==> src/rtl/lightboard_pkg.sv <==
// Shared types and constants for the lightboard pen-tracking pipeline.
package lightboard_pkg;

  localparam int H_RES = 1280;
  localparam int V_RES = 720;
  localparam int X_W   = 11;
  localparam int Y_W   = 10;

  typedef struct packed {
    logic [X_W-1:0] x;
    logic [Y_W-1:0] y;
  } point_t;

  typedef enum logic [1:0] {IDLE, SETUP, DRAW} draw_state_t;

  function automatic logic [11:0] abs_diff(input logic [11:0] a, input logic [11:0] b);
    return (a > b) ? (a - b) : (b - a);
  endfunction

endpackage

==> src/rtl/stroke_drawer_if.sv <==
// Point input and pixel output bundle of stroke_drawer; slave is the drawer side.
interface stroke_drawer_if;
  import lightboard_pkg::*;

  logic [X_W-1:0] x_com_in;
  logic [Y_W-1:0] y_com_in;
  logic           valid_com_in;
  logic           clear_in;
  logic [X_W-1:0] pix_x_out;
  logic [Y_W-1:0] pix_y_out;
  logic           pix_valid_out;
  logic           pix_ready_in;
  logic           busy_out;
  logic           drop_out;

  modport slave (
    input  x_com_in, y_com_in, valid_com_in, clear_in, pix_ready_in,
    output pix_x_out, pix_y_out, pix_valid_out, busy_out, drop_out
  );

  modport master (
    output x_com_in, y_com_in, valid_com_in, clear_in, pix_ready_in,
    input  pix_x_out, pix_y_out, pix_valid_out, busy_out, drop_out
  );

endinterface

==> src/rtl/line_stepper.sv <==
// Bresenham core: loads start/end on start, then walks the segment one pixel per accepted beat.
module line_stepper
  import lightboard_pkg::*;
(
  input  logic   clk,
  input  logic   rst,
  input  logic   start,
  input  point_t p0,
  input  point_t p1,
  output point_t pix,
  output logic   pix_valid,
  input  logic   pix_ready,
  output logic   done
);

  typedef logic signed [12:0] s13_t;

  s13_t x, y, tx, ty, dx, dy, sx, sy, err;
  s13_t x0, y0, x1, y1, ddx, ddy, adx, ady, e2, err_nx, x_nx, y_nx;
  logic at_end;

  always_comb begin
    x0  = $signed({2'b00, p0.x});
    y0  = $signed({3'b000, p0.y});
    x1  = $signed({2'b00, p1.x});
    y1  = $signed({3'b000, p1.y});
    ddx = x1 - x0;
    ddy = y1 - y0;
    adx = ddx[12] ? -ddx : ddx;
    ady = ddy[12] ? -ddy : ddy;
    // Both axis decisions look at the pre-step error term.
    e2     = err <<< 1;
    err_nx = err;
    x_nx   = x;
    y_nx   = y;
    if (e2 >= dy) begin
      err_nx = err_nx + dy;
      x_nx   = x + sx;
    end
    if (e2 <= dx) begin
      err_nx = err_nx + dx;
      y_nx   = y + sy;
    end
  end

  assign at_end = (x == tx) && (y == ty);
  assign done   = pix_valid && pix_ready && at_end;
  assign pix.x  = x[10:0];
  assign pix.y  = y[9:0];

  always_ff @(posedge clk) begin
    if (rst) begin
      x         <= '0;
      y         <= '0;
      tx        <= '0;
      ty        <= '0;
      dx        <= '0;
      dy        <= '0;
      sx        <= '0;
      sy        <= '0;
      err       <= '0;
      pix_valid <= 1'b0;
    end else if (start) begin
      x         <= x0;
      y         <= y0;
      tx        <= x1;
      ty        <= y1;
      dx        <= adx;
      dy        <= -ady;
      sx        <= ddx[12] ? -13'sd1 : 13'sd1;
      sy        <= ddy[12] ? -13'sd1 : 13'sd1;
      err       <= adx - ady;
      pix_valid <= 1'b1;
    end else if (pix_valid && pix_ready) begin
      if (at_end) begin
        pix_valid <= 1'b0;
      end else begin
        x   <= x_nx;
        y   <= y_nx;
        err <= err_nx;
      end
    end
  end

endmodule

==> src/rtl/stroke_drawer.sv <==
// Joins successive pen points into pixel strokes; owns prev point, range/jump tests and drops.
//   state | meaning
//   IDLE  | waiting for an in-range point strobe
//   SETUP | stepper loads start/target this cycle
//   DRAW  | stepper streams pixels until target accepted
module stroke_drawer
  import lightboard_pkg::*;
#(
  parameter int H_RES    = lightboard_pkg::H_RES,
  parameter int V_RES    = lightboard_pkg::V_RES,
  parameter int MAX_JUMP = 64
) (
  input logic            clk_in,
  input logic            rst_in,
  stroke_drawer_if.slave bus
);

  draw_state_t state;
  point_t      prev, start_pt, target, incoming, pix;
  logic        has_prev, clear_pend, busy, drop;
  logic        in_range, near, hp_eff, pix_valid, done;
  logic [11:0] jx, jy;

  assign incoming.x = bus.x_com_in;
  assign incoming.y = bus.y_com_in;
  assign in_range   = (int'(bus.x_com_in) < H_RES) && (int'(bus.y_com_in) < V_RES);
  assign jx         = abs_diff({1'b0, bus.x_com_in}, {1'b0, prev.x});
  assign jy         = abs_diff({2'b00, bus.y_com_in}, {2'b00, prev.y});
  assign near       = (int'(jx) <= MAX_JUMP) && (int'(jy) <= MAX_JUMP);
  // A clear in the same cycle as the strobe wins, so the point starts a fresh stroke.
  assign hp_eff     = has_prev && !bus.clear_in;

  always_ff @(posedge clk_in) begin
    if (rst_in) begin
      state      <= IDLE;
      busy       <= 1'b0;
      drop       <= 1'b0;
      has_prev   <= 1'b0;
      clear_pend <= 1'b0;
      prev       <= '0;
      start_pt   <= '0;
      target     <= '0;
    end else begin
      drop <= bus.valid_com_in && ((state != IDLE) || !in_range);
      if (bus.clear_in) has_prev <= 1'b0;
      case (state)
        IDLE: begin
          if (bus.valid_com_in && in_range) begin
            target     <= incoming;
            start_pt   <= (hp_eff && near) ? prev : incoming;
            clear_pend <= 1'b0;
            busy       <= 1'b1;
            state      <= SETUP;
          end
        end
        SETUP: begin
          if (bus.clear_in) clear_pend <= 1'b1;
          state <= DRAW;
        end
        DRAW: begin
          if (bus.clear_in) clear_pend <= 1'b1;
          if (done) begin
            busy  <= 1'b0;
            state <= IDLE;
            // A pen lift seen during the segment keeps its endpoint out of prev.
            if (!clear_pend && !bus.clear_in) begin
              has_prev <= 1'b1;
              prev     <= target;
            end
          end
        end
        default: state <= IDLE;
      endcase
    end
  end

  line_stepper u_stepper (
    .clk       (clk_in),
    .rst       (rst_in),
    .start     (state == SETUP),
    .p0        (start_pt),
    .p1        (target),
    .pix       (pix),
    .pix_valid (pix_valid),
    .pix_ready (bus.pix_ready_in),
    .done      (done)
  );

  assign bus.pix_x_out     = pix.x;
  assign bus.pix_y_out     = pix.y;
  assign bus.pix_valid_out = pix_valid;
  assign bus.busy_out      = busy;
  assign bus.drop_out      = drop;

endmodule

==> src/flat_wrapper.sv <==
// flat-port wrapper written by rule: the top's interface ports become plain ports
module stroke_drawer_flat import lightboard_pkg::*;
#(
  parameter int H_RES    = lightboard_pkg::H_RES,
  parameter int V_RES    = lightboard_pkg::V_RES,
  parameter int MAX_JUMP = 64
)
  (clk_in, rst_in, bus_x_com_in, bus_y_com_in, bus_valid_com_in, bus_clear_in, bus_pix_ready_in, bus_pix_x_out, bus_pix_y_out, bus_pix_valid_out, bus_busy_out, bus_drop_out);
  stroke_drawer_if bus_i ();
  input logic clk_in;
  input logic rst_in;
  input wire logic [$bits(bus_i.x_com_in)-1:0] bus_x_com_in;
  input wire logic [$bits(bus_i.y_com_in)-1:0] bus_y_com_in;
  input wire logic [$bits(bus_i.valid_com_in)-1:0] bus_valid_com_in;
  input wire logic [$bits(bus_i.clear_in)-1:0] bus_clear_in;
  input wire logic [$bits(bus_i.pix_ready_in)-1:0] bus_pix_ready_in;
  output wire logic [$bits(bus_i.pix_x_out)-1:0] bus_pix_x_out;
  output wire logic [$bits(bus_i.pix_y_out)-1:0] bus_pix_y_out;
  output wire logic [$bits(bus_i.pix_valid_out)-1:0] bus_pix_valid_out;
  output wire logic [$bits(bus_i.busy_out)-1:0] bus_busy_out;
  output wire logic [$bits(bus_i.drop_out)-1:0] bus_drop_out;
  assign bus_i.x_com_in = bus_x_com_in;
  assign bus_i.y_com_in = bus_y_com_in;
  assign bus_i.valid_com_in = bus_valid_com_in;
  assign bus_i.clear_in = bus_clear_in;
  assign bus_i.pix_ready_in = bus_pix_ready_in;
  assign bus_pix_x_out = bus_i.pix_x_out;
  assign bus_pix_y_out = bus_i.pix_y_out;
  assign bus_pix_valid_out = bus_i.pix_valid_out;
  assign bus_busy_out = bus_i.busy_out;
  assign bus_drop_out = bus_i.drop_out;
  stroke_drawer #(.H_RES(H_RES), .V_RES(V_RES), .MAX_JUMP(MAX_JUMP)) u_core (.clk_in(clk_in), .rst_in(rst_in), .bus(bus_i));
endmodule
==> config.mk <==
export PLATFORM = sky130hd
export DESIGN_NAME = stroke_drawer_flat
export DESIGN_NICKNAME = d
export VERILOG_FILES = /design/src/rtl/lightboard_pkg.sv /design/src/rtl/stroke_drawer_if.sv /design/src/rtl/line_stepper.sv /design/src/rtl/stroke_drawer.sv /design/src/flat_wrapper.sv
export SDC_FILE = /design/constraint.sdc
export NUM_CORES = 1
export LEC_CHECK = 0
export BUFFER_PORTS_ARGS = -buffer_cell sky130_fd_sc_hd__buf_2
export CORE_UTILIZATION = 40
export CTS_CLUSTER_SIZE = 30
export DETAILED_ROUTE_END_ITERATION = 16
export PLACE_DENSITY = 0.6
export SYNTH_ARGS = -nofsm -noshare
export SYNTH_HDL_FRONTEND = slang
export SYNTH_SLANG_ARGS = --single-unit
==> constraint.sdc <==
create_clock -name clk_in -period 5.7 [get_ports clk_in]
set_clock_uncertainty 0.05 [all_clocks]
set_input_delay 0.855 -clock clk_in [delete_from_list [all_inputs] [get_ports clk_in]]
set_output_delay 0.855 -clock clk_in [all_outputs]
set_load 0.005 [all_outputs]
---- After elaboration in Yosys (flattened, before gate mapping) ----
Cells that the tools add are included.
W data, S select, Z words.
cells by class
  order comparisons ....................... 8
  reductions and logical operators ........ 35
  add/subtract/negate cells ............... 14
  mux-type cells .......................... 36
  bitwise operators ....................... 1
  eq/ne operators ......................... 8
operators by type and width
  cell                    count
  $mux W13                9
  $add A13 B13 Y13        4
  $mux W11                4
  $mux W10                4
  $sub A11 B11 Y12        3
  $sub A10 B10 Y11        3
  $neg A13 Y13            2
  $le A12 B7 Y1 const B   2
  $mux W12                2
  $mux W21                1
  $reduce_and A3 Y1       7
  $reduce_bool A2 Y1      7
  $eq A13 B11 Y1          1
  $eq A13 B12 Y1          1
  $ge A13 B13 Y1          1
  $le A13 B13 Y1          1
  $neg A11 Y13            1
  $sub A13 B13 Y13        1
  $gt A11 B11 Y1          1
  $lt A11 B11 Y1 const B  1
  $mux W1                 11
  $gt A10 B10 Y1          1
  $logic_and A1 B1 Y1     10
  $lt A10 B10 Y1 const B  1
  other kinds (13)        23
storage, ports and cells
  output and inout bits ................... 24
  input bits .............................. 26
  register bits ........................... 182

---- Logic depth before layout (Yosys ltp) ----
  depth in word-level cells ............... 7
  gate-level depth with buffers ........... 25

---- Modules after synthesis ----
Synthesis repeated with hierarchy kept, for this count alone.
second synthesis, totals
  cell total of the unflattened synthesis .. 1695
  area total of the unflattened synthesis .. 13320.3 um^2
modules (own cells, without submodules)
  module         sequential area each (um^2)  cells an instance  area an instance (um^2)  times used
  line_stepper   1781.7                       1094               8765.9                   1
  stroke_drawer  1381.3                       601                4554.4                   1

---- Worst setup path before layout ----
No wires, ideal clock.
  path type ............................... reg-to-reg
  from .................................... register u_core.u_stepper.dy[2]
  to ...................................... register u_core.u_stepper.err[11]
  buffers on the path ..................... 1
  cell stages (with the launch flop) ...... 26
  period minus slack after synthesis ...... 4.823 ns
  setup slack ............................. 0.877 ns
  data required time ...................... 5.536 ns
  setup time .............................. 0.114 ns
  arrival ................................. 4.658 ns
  cells stage by stage .................... dfxtp_1 -> inv_1 -> ha_1 -> a21o_1 -> a21o_1 -> a2111oi_0 -> o21ai_0 -> a41o_1 -> o21ai_0 -> clkbuf_1 -> nor2_1 -> a21oi_1 -> inv_1 -> ha_1 -> a21o_1 -> a21o_1 -> nand2_1 -> a21oi_1 -> a211o_1 -> a21o_1 -> a21o_1 -> xnor2_1 -> nor2b_1 -> xnor2_1 -> o21a_1 -> a2111oi_0
on the way
  word-level cells in the longest chain between the ends .. 7
  elaborated cells between the ends (all ways) .. 8
  classes of those cells .................. add/sub: 2; order compare: 1; mux: 5
ends and longest elaborated chain
  item                                                       line                                    text
  start, declared                                            line_stepper.sv:18                      s13_t x, y, tx, ty, dx, dy, sx, sy, err;
  start signal, assigned                                     line_stepper.sv:69                      dy <= -ady;
  $add A13 B13 Y13 / $ge A13 B13 Y1 (equally long branches)  line_stepper.sv:37, line_stepper.sv:36
  $mux W13 *                                                 line_stepper.sv:36                      if (e2 >= dy) begin
  $add A13 B13 Y13                                           line_stepper.sv:41                      err_nx = err_nx + dx;
  $mux W13 *                                                 line_stepper.sv:40                      if (e2 <= dx) begin
  $mux W13 *                                                 line_stepper.sv:75                      if (at_end) begin
  $mux W13 *                                                 line_stepper.sv:74                      end else if (pix_valid && pix_ready) begin
  $mux W13 *                                                 line_stepper.sv:63                      end else if (start) begin
  end signal, assigned                                       line_stepper.sv:72                      err <= adx - ady;
  end signal, assigned                                       line_stepper.sv:80                      err <= err_nx;
  end, declared                                              line_stepper.sv:18
Mark *: on every way between the ends. The rest lies on a longest branch, timed or not. The select of a mux whose other input is x is not followed.
A chain may end at the register's enable or synchronous reset.

---- Worst setup path in the final report ----
Same ends and word-level chain as after synthesis.

==> results by stage <==
Final layout:
- In the final layout, flip-flops and latches occupy 0.00316 mm^2.
- Relative to the synthesized area, the layout overhead comes to 8.05%.
- The footprint of the multi-input gates is 0.00870 mm^2.
- The final antenna diode count is 0.
- The share of layout cells above drive strength 1 is 7.39%.
- Leaving out filler cells and counting taps, the final layout contains 2025.
- Counting the fill cells in the layout gives 3190.
- The cell area after layout is 0.0138 mm^2.
- The number of nets in the layout is 1794.

Floorplanning:
- From bottom edge to top edge, the die measures 181 um.
- The row count is 65.
- The core region is 0.0315 mm^2.
- The count of pins on the block boundary is 50.
- The die covers 0.0326 mm^2.
- Measured along the x axis, the die boundary spans 181 um.
- The starting utilization of the core area is 40.6%.

Power:
- Power spread over the standard cell area amounts to 586 mW/mm^2.
- Across the VDD grid, the largest voltage drop is 0.268 mV.
- The analysis attributes to cell leakage a power of 0.00614 uW.

Synthesis:
- Of the post-synthesis cell area, the dominant cell type holds 24.8%.
- The post-synthesis instance total is 1614.
- The most used flip-flop cell after synthesis is sky130_fd_sc_hd__dfxtp_1.
- Yosys attributes the largest share of cell area to sky130_fd_sc_hd__dfxtp_1, sky130_fd_sc_hd__ha_1, sky130_fd_sc_hd__mux2i_1.
- The synthesized design contains 158 register bits.
- The post-synthesis instance area is 0.0128 mm^2.
- The post-synthesis net count is 1798.
- The part of the Yosys area used for sequential elements is 24.8%.
- After synthesis, the most frequently instantiated cells are sky130_fd_sc_hd__nor2_1, sky130_fd_sc_hd__dfxtp_1, sky130_fd_sc_hd__ha_1.
- The largest area contributor in the synthesized netlist is sky130_fd_sc_hd__dfxtp_1.
- The count of flip-flops with a built-in enable after synthesis is 0.
- The most frequently used cell type in the post-synthesis netlist is sky130_fd_sc_hd__nor2_1.
- The async set-reset flop share out of synthesis is 0%.
- The netlist uses 68 different library cells.
- The post-synthesis area per instance is 7.91 um^2.
- The Yosys step of the flow raised 0 warnings.

Worst hold path:
- The cell depth of the worst hold path is 2.
- The path category of the worst min-delay check is reg2reg.
- The worst hold path begins at u_core.u_stepper.dx[12].
- The endpoint with the worst hold slack is u_core.u_stepper.dx[12].

Critical path:
- The master of the slowest instance on the critical path is sky130_fd_sc_hd__a2111oi_0.
- The largest delay contributor family on the critical path is compound AO/OA/AOI/OAI gates.
- In this run the critical register-to-register path is captured at u_core.u_stepper.err[11].
- STA puts the critical path data required time at 5.98 ns.
- The cell count of the worst reg-to-reg path is 24.
- The critical path contains buffers and inverters numbering 2 combined.
- The worst register-to-register path has a setup slack of 0.53 ns.
- The startpoint-to-endpoint class of the critical path is reg2reg.
- In this run the worst path has a maximum fanout of 8.
- The critical path goes through inv_1 > ha_1 > a21o_1 > a21o_1 > a2111oi_0 > o21ai_0 > a41o_1 > o21ai_2 > nor2_1 > a21oi_1 > inv_1 > ha_1 > a21o_1 > a21o_1 > nand2_1 > a21oi_1 > a211o_1 > a21o_1 > a21o_1 > xnor2_1 > nor2b_1 > xnor2_1 > o21a_1 > a2111oi_0.
- The endpoint class of the critical path is a flop.
- For this run, the slowest stage of the critical path takes 0.50 ns.
- In this run the critical register-to-register path is launched from u_core.u_stepper.dy[2].
- Counting stages on the worst path, the most repeated cell is sky130_fd_sc_hd__a21o_1.
- The endpoint arrival time on the critical path is 5.45 ns.
- STA classifies the critical path startpoint as a flop.

Clock tree:
- Clock tree synthesis inserted a total of 17 buffers.
- For the worst-skew pair, the clock arrives at the later sink with an insertion delay of 0.44 ns.
- No sink is reached through more buffers than the 2 on the longest clock path.
- The count of H-tree levels built during CTS is 4.
- The cell sitting at the root of the clock tree is a sky130_fd_sc_hd__clkbuf_16.
- The post-CTS clock slew at the launch and capture registers of the worst setup and hold paths is 0.07 ns.
- TritonCTS built the clock tree.
- The CTS sink count is 158.

Drt:
- Summed over all layers, the routed wires come to 32.2 mm.
- After detailed routing, the number of vias per cell comes to 5.33.
- For this run, the detailed router's first-pass iteration total came to 5.
- Across all layers, the routed design uses 10800 vias.
- The final routed DRC violation total is 0.
- The detail route stage leaves a number of antenna-violating nets equal to 0.
- For this block, the initial DRC count from the detailed router was 549.
- The average detailed-routed wire length per instance is 15.9 um.

GRT:
- The largest net degree at the start of global routing is 69.
- The number of antenna violations at the first check in global routing is 0.
- The via count of the first global-routing pass came to 10600.
- The total overflow left after global routing is 0.
- The first global-routing pass estimated 53.9 mm of wire.
- The total routing usage reported by global routing is 20.2%.

STA:
- The worst path needs 5.17 ns of the cycle, external delays included.
- The number of hold violations in the final report is 0.
- Timing would allow up to 0.193 GHz.
- The fraction of the cycle the final worst path needs is 90.7%.
- The transition time at the pin with the least slew margin is 1.03 ns.
- The final max-slew violation count is 0.
- Setup total negative slack on the finished layout was measured at 0 ns.
- Headroom to the max-slew limit came out at 31.2%.
- Setup repair after global routing left no endpoint under its margin.
- Setup violations remaining at the end of the flow were counted as 0.
- The minimum setup slack in the final design is 0.532 ns.

Outcome:
- The run finished with clean final reports.

Placement:
- In this run, placement finished with an instance count of 1993.
- In this run the tool buffered the top-level ports with 49 buffer cells.
- OpenSTA, run right after detailed placement, puts the worst setup slack at 0.382 ns.
- The post-detailed-placement cell area is 0.0132 mm^2.
- Routability-driven placement finished with a final weighted congestion of 0.915.
- Detailed placement finished with a half-perimeter wire length of 25.0 mm.

Job:
- The max capacitance violation total is 0.
-- metal layers --
layer,vias up,wire [um],global-route usage [%],share of wire [%]
met5,-,0,0,0
met4,0,913,8.34,2.8
met3,53,901,2.34,2.8
met2,175,14400,32.4,45
met1,4973,15900,27.5,50
li1,5593,-,-,-
-- through the flow --
| step | power, uW | hold WS [ns] | util, % |
|---|---|---|---|
| CTS | 8090 | 0.405 | 43.8 |
| global placement | 6830 | 0.397 | 42.0 |
| finish | 8080 | 0.404 | 43.8 |
| floorplan | 5700 | 0.372 | - |
| global route | 8820 | 0.453 | 43.8 |
| detailed placement | 6900 | 0.395 | 42.0 |
-- worst max-delay path by stage --
stage,slack (ns),depth (start not counted),start,endpoint
6_report,0.53,24,u_core.u_stepper.dy[2],u_core.u_stepper.err[11]
3_3_place_gp,0.54,23,u_core.u_stepper.err[1],u_core.u_stepper.err[11]
2_1_floorplan,0.88,25,u_core.u_stepper.dy[2],u_core.u_stepper.err[11]
4_1_cts,0.37,24,u_core.u_stepper.dy[2],u_core.u_stepper.err[11]
3_5_place_dp,0.38,24,u_core.u_stepper.dy[2],u_core.u_stepper.err[11]
5_1_grt,0.03,22,u_core.start_pt[11],u_core.u_stepper.err[11]
-- cell usage in the layout, fill, tap and decap left out, types with 9 or more instances in the layout --
master and count:
sky130_fd_sc_hd__nand2b_1 24, sky130_fd_sc_hd__nor4_1 11, sky130_fd_sc_hd__a21boi_0 11, sky130_fd_sc_hd__o31a_1 11, sky130_fd_sc_hd__a21o_1 31, sky130_fd_sc_hd__mux2i_1 84, sky130_fd_sc_hd__nor2_1 206, sky130_fd_sc_hd__nand2_1 126
sky130_fd_sc_hd__inv_1 137, sky130_fd_sc_hd__a21oi_1 110, sky130_fd_sc_hd__nand4_1 13, sky130_fd_sc_hd__nor3_1 26, sky130_fd_sc_hd__nor2b_1 22, sky130_fd_sc_hd__and3_1 9, sky130_fd_sc_hd__xnor2_1 76, sky130_fd_sc_hd__a31oi_1 9
sky130_fd_sc_hd__nand3_1 16, sky130_fd_sc_hd__o21a_1 15, sky130_fd_sc_hd__clkbuf_16 17, sky130_fd_sc_hd__buf_2 48, sky130_fd_sc_hd__o21ai_0 60, sky130_fd_sc_hd__ha_1 150, sky130_fd_sc_hd__dfxtp_1 158, sky130_fd_sc_hd__xor2_1 40
sky130_fd_sc_hd__a211oi_1 71, sky130_fd_sc_hd__buf_4 12
-- where the power goes --
part,switching [uW],internal (uW),total [uW]
clock network,505,632,1140
logic,3050,2270,5320
registers,291,1330,1620
total,3850,4230,8080
-- registers in the layout, summed over array words and instances (netlist names), 2 cells and up --
signal and cells:
u_core.prev 21, u_core.u_stepper.err 12, u_core.u_stepper.dy 13, u_core.u_stepper.y 13
u_core.target 21, u_core.start_pt 21, u_core.u_stepper.sx 2, u_core.u_stepper.ty 10
u_core.u_stepper.tx 11, u_core.u_stepper.dx 13, u_core.u_stepper.x 13, u_core.state 2
-- tightest hold or removal path, cell delays in order (launching register included) --
cell and delay [ns]:
sky130_fd_sc_hd__dfxtp_1 0.30, sky130_fd_sc_hd__inv_1 0.07, sky130_fd_sc_hd__nor2_1 0.05
-- layout make-up --
cell class                      count  share of cell area, %
Clock buffer                       19                   3.28
Clock inverter                     13                  0.907
Inverter                          138                   3.76
Multi-Input combinational cell   1235                   63.1
Sequential cell                   158                   22.9
Tap cell                          402                   3.65
Timing Repair Buffer               60                   2.39
-- logic make-up (layout without fill, tap and decap cells) --
| logic type | count (synthesis) | in the layout | share of synthesized area [%] |
|---|---|---|---|
| xor gates and xnor gates | 116 | 116 | 7.96 |
| adders and majority gates | 158 | 158 | 15.9 |
| muxes | 91 | 91 | 7.20 |
| and+or+nand+nor | 487 | 487 | 17.2 |
| AOI/OAI and AO/OA | 383 | 383 | 19.6 |
| buffers and inverters | 221 | 230 | 7.31 |
| DFF | 158 | 158 | 24.8 |
-- timing repair --
action                                  in CTS  in global routing
buffers inserted                             0                  0
resized for setup                            0                  4
hold buffers                                 0                  0
endpoints found under the setup margin       0                  1
Note: power is estimated with default switching activity, not from simulation.
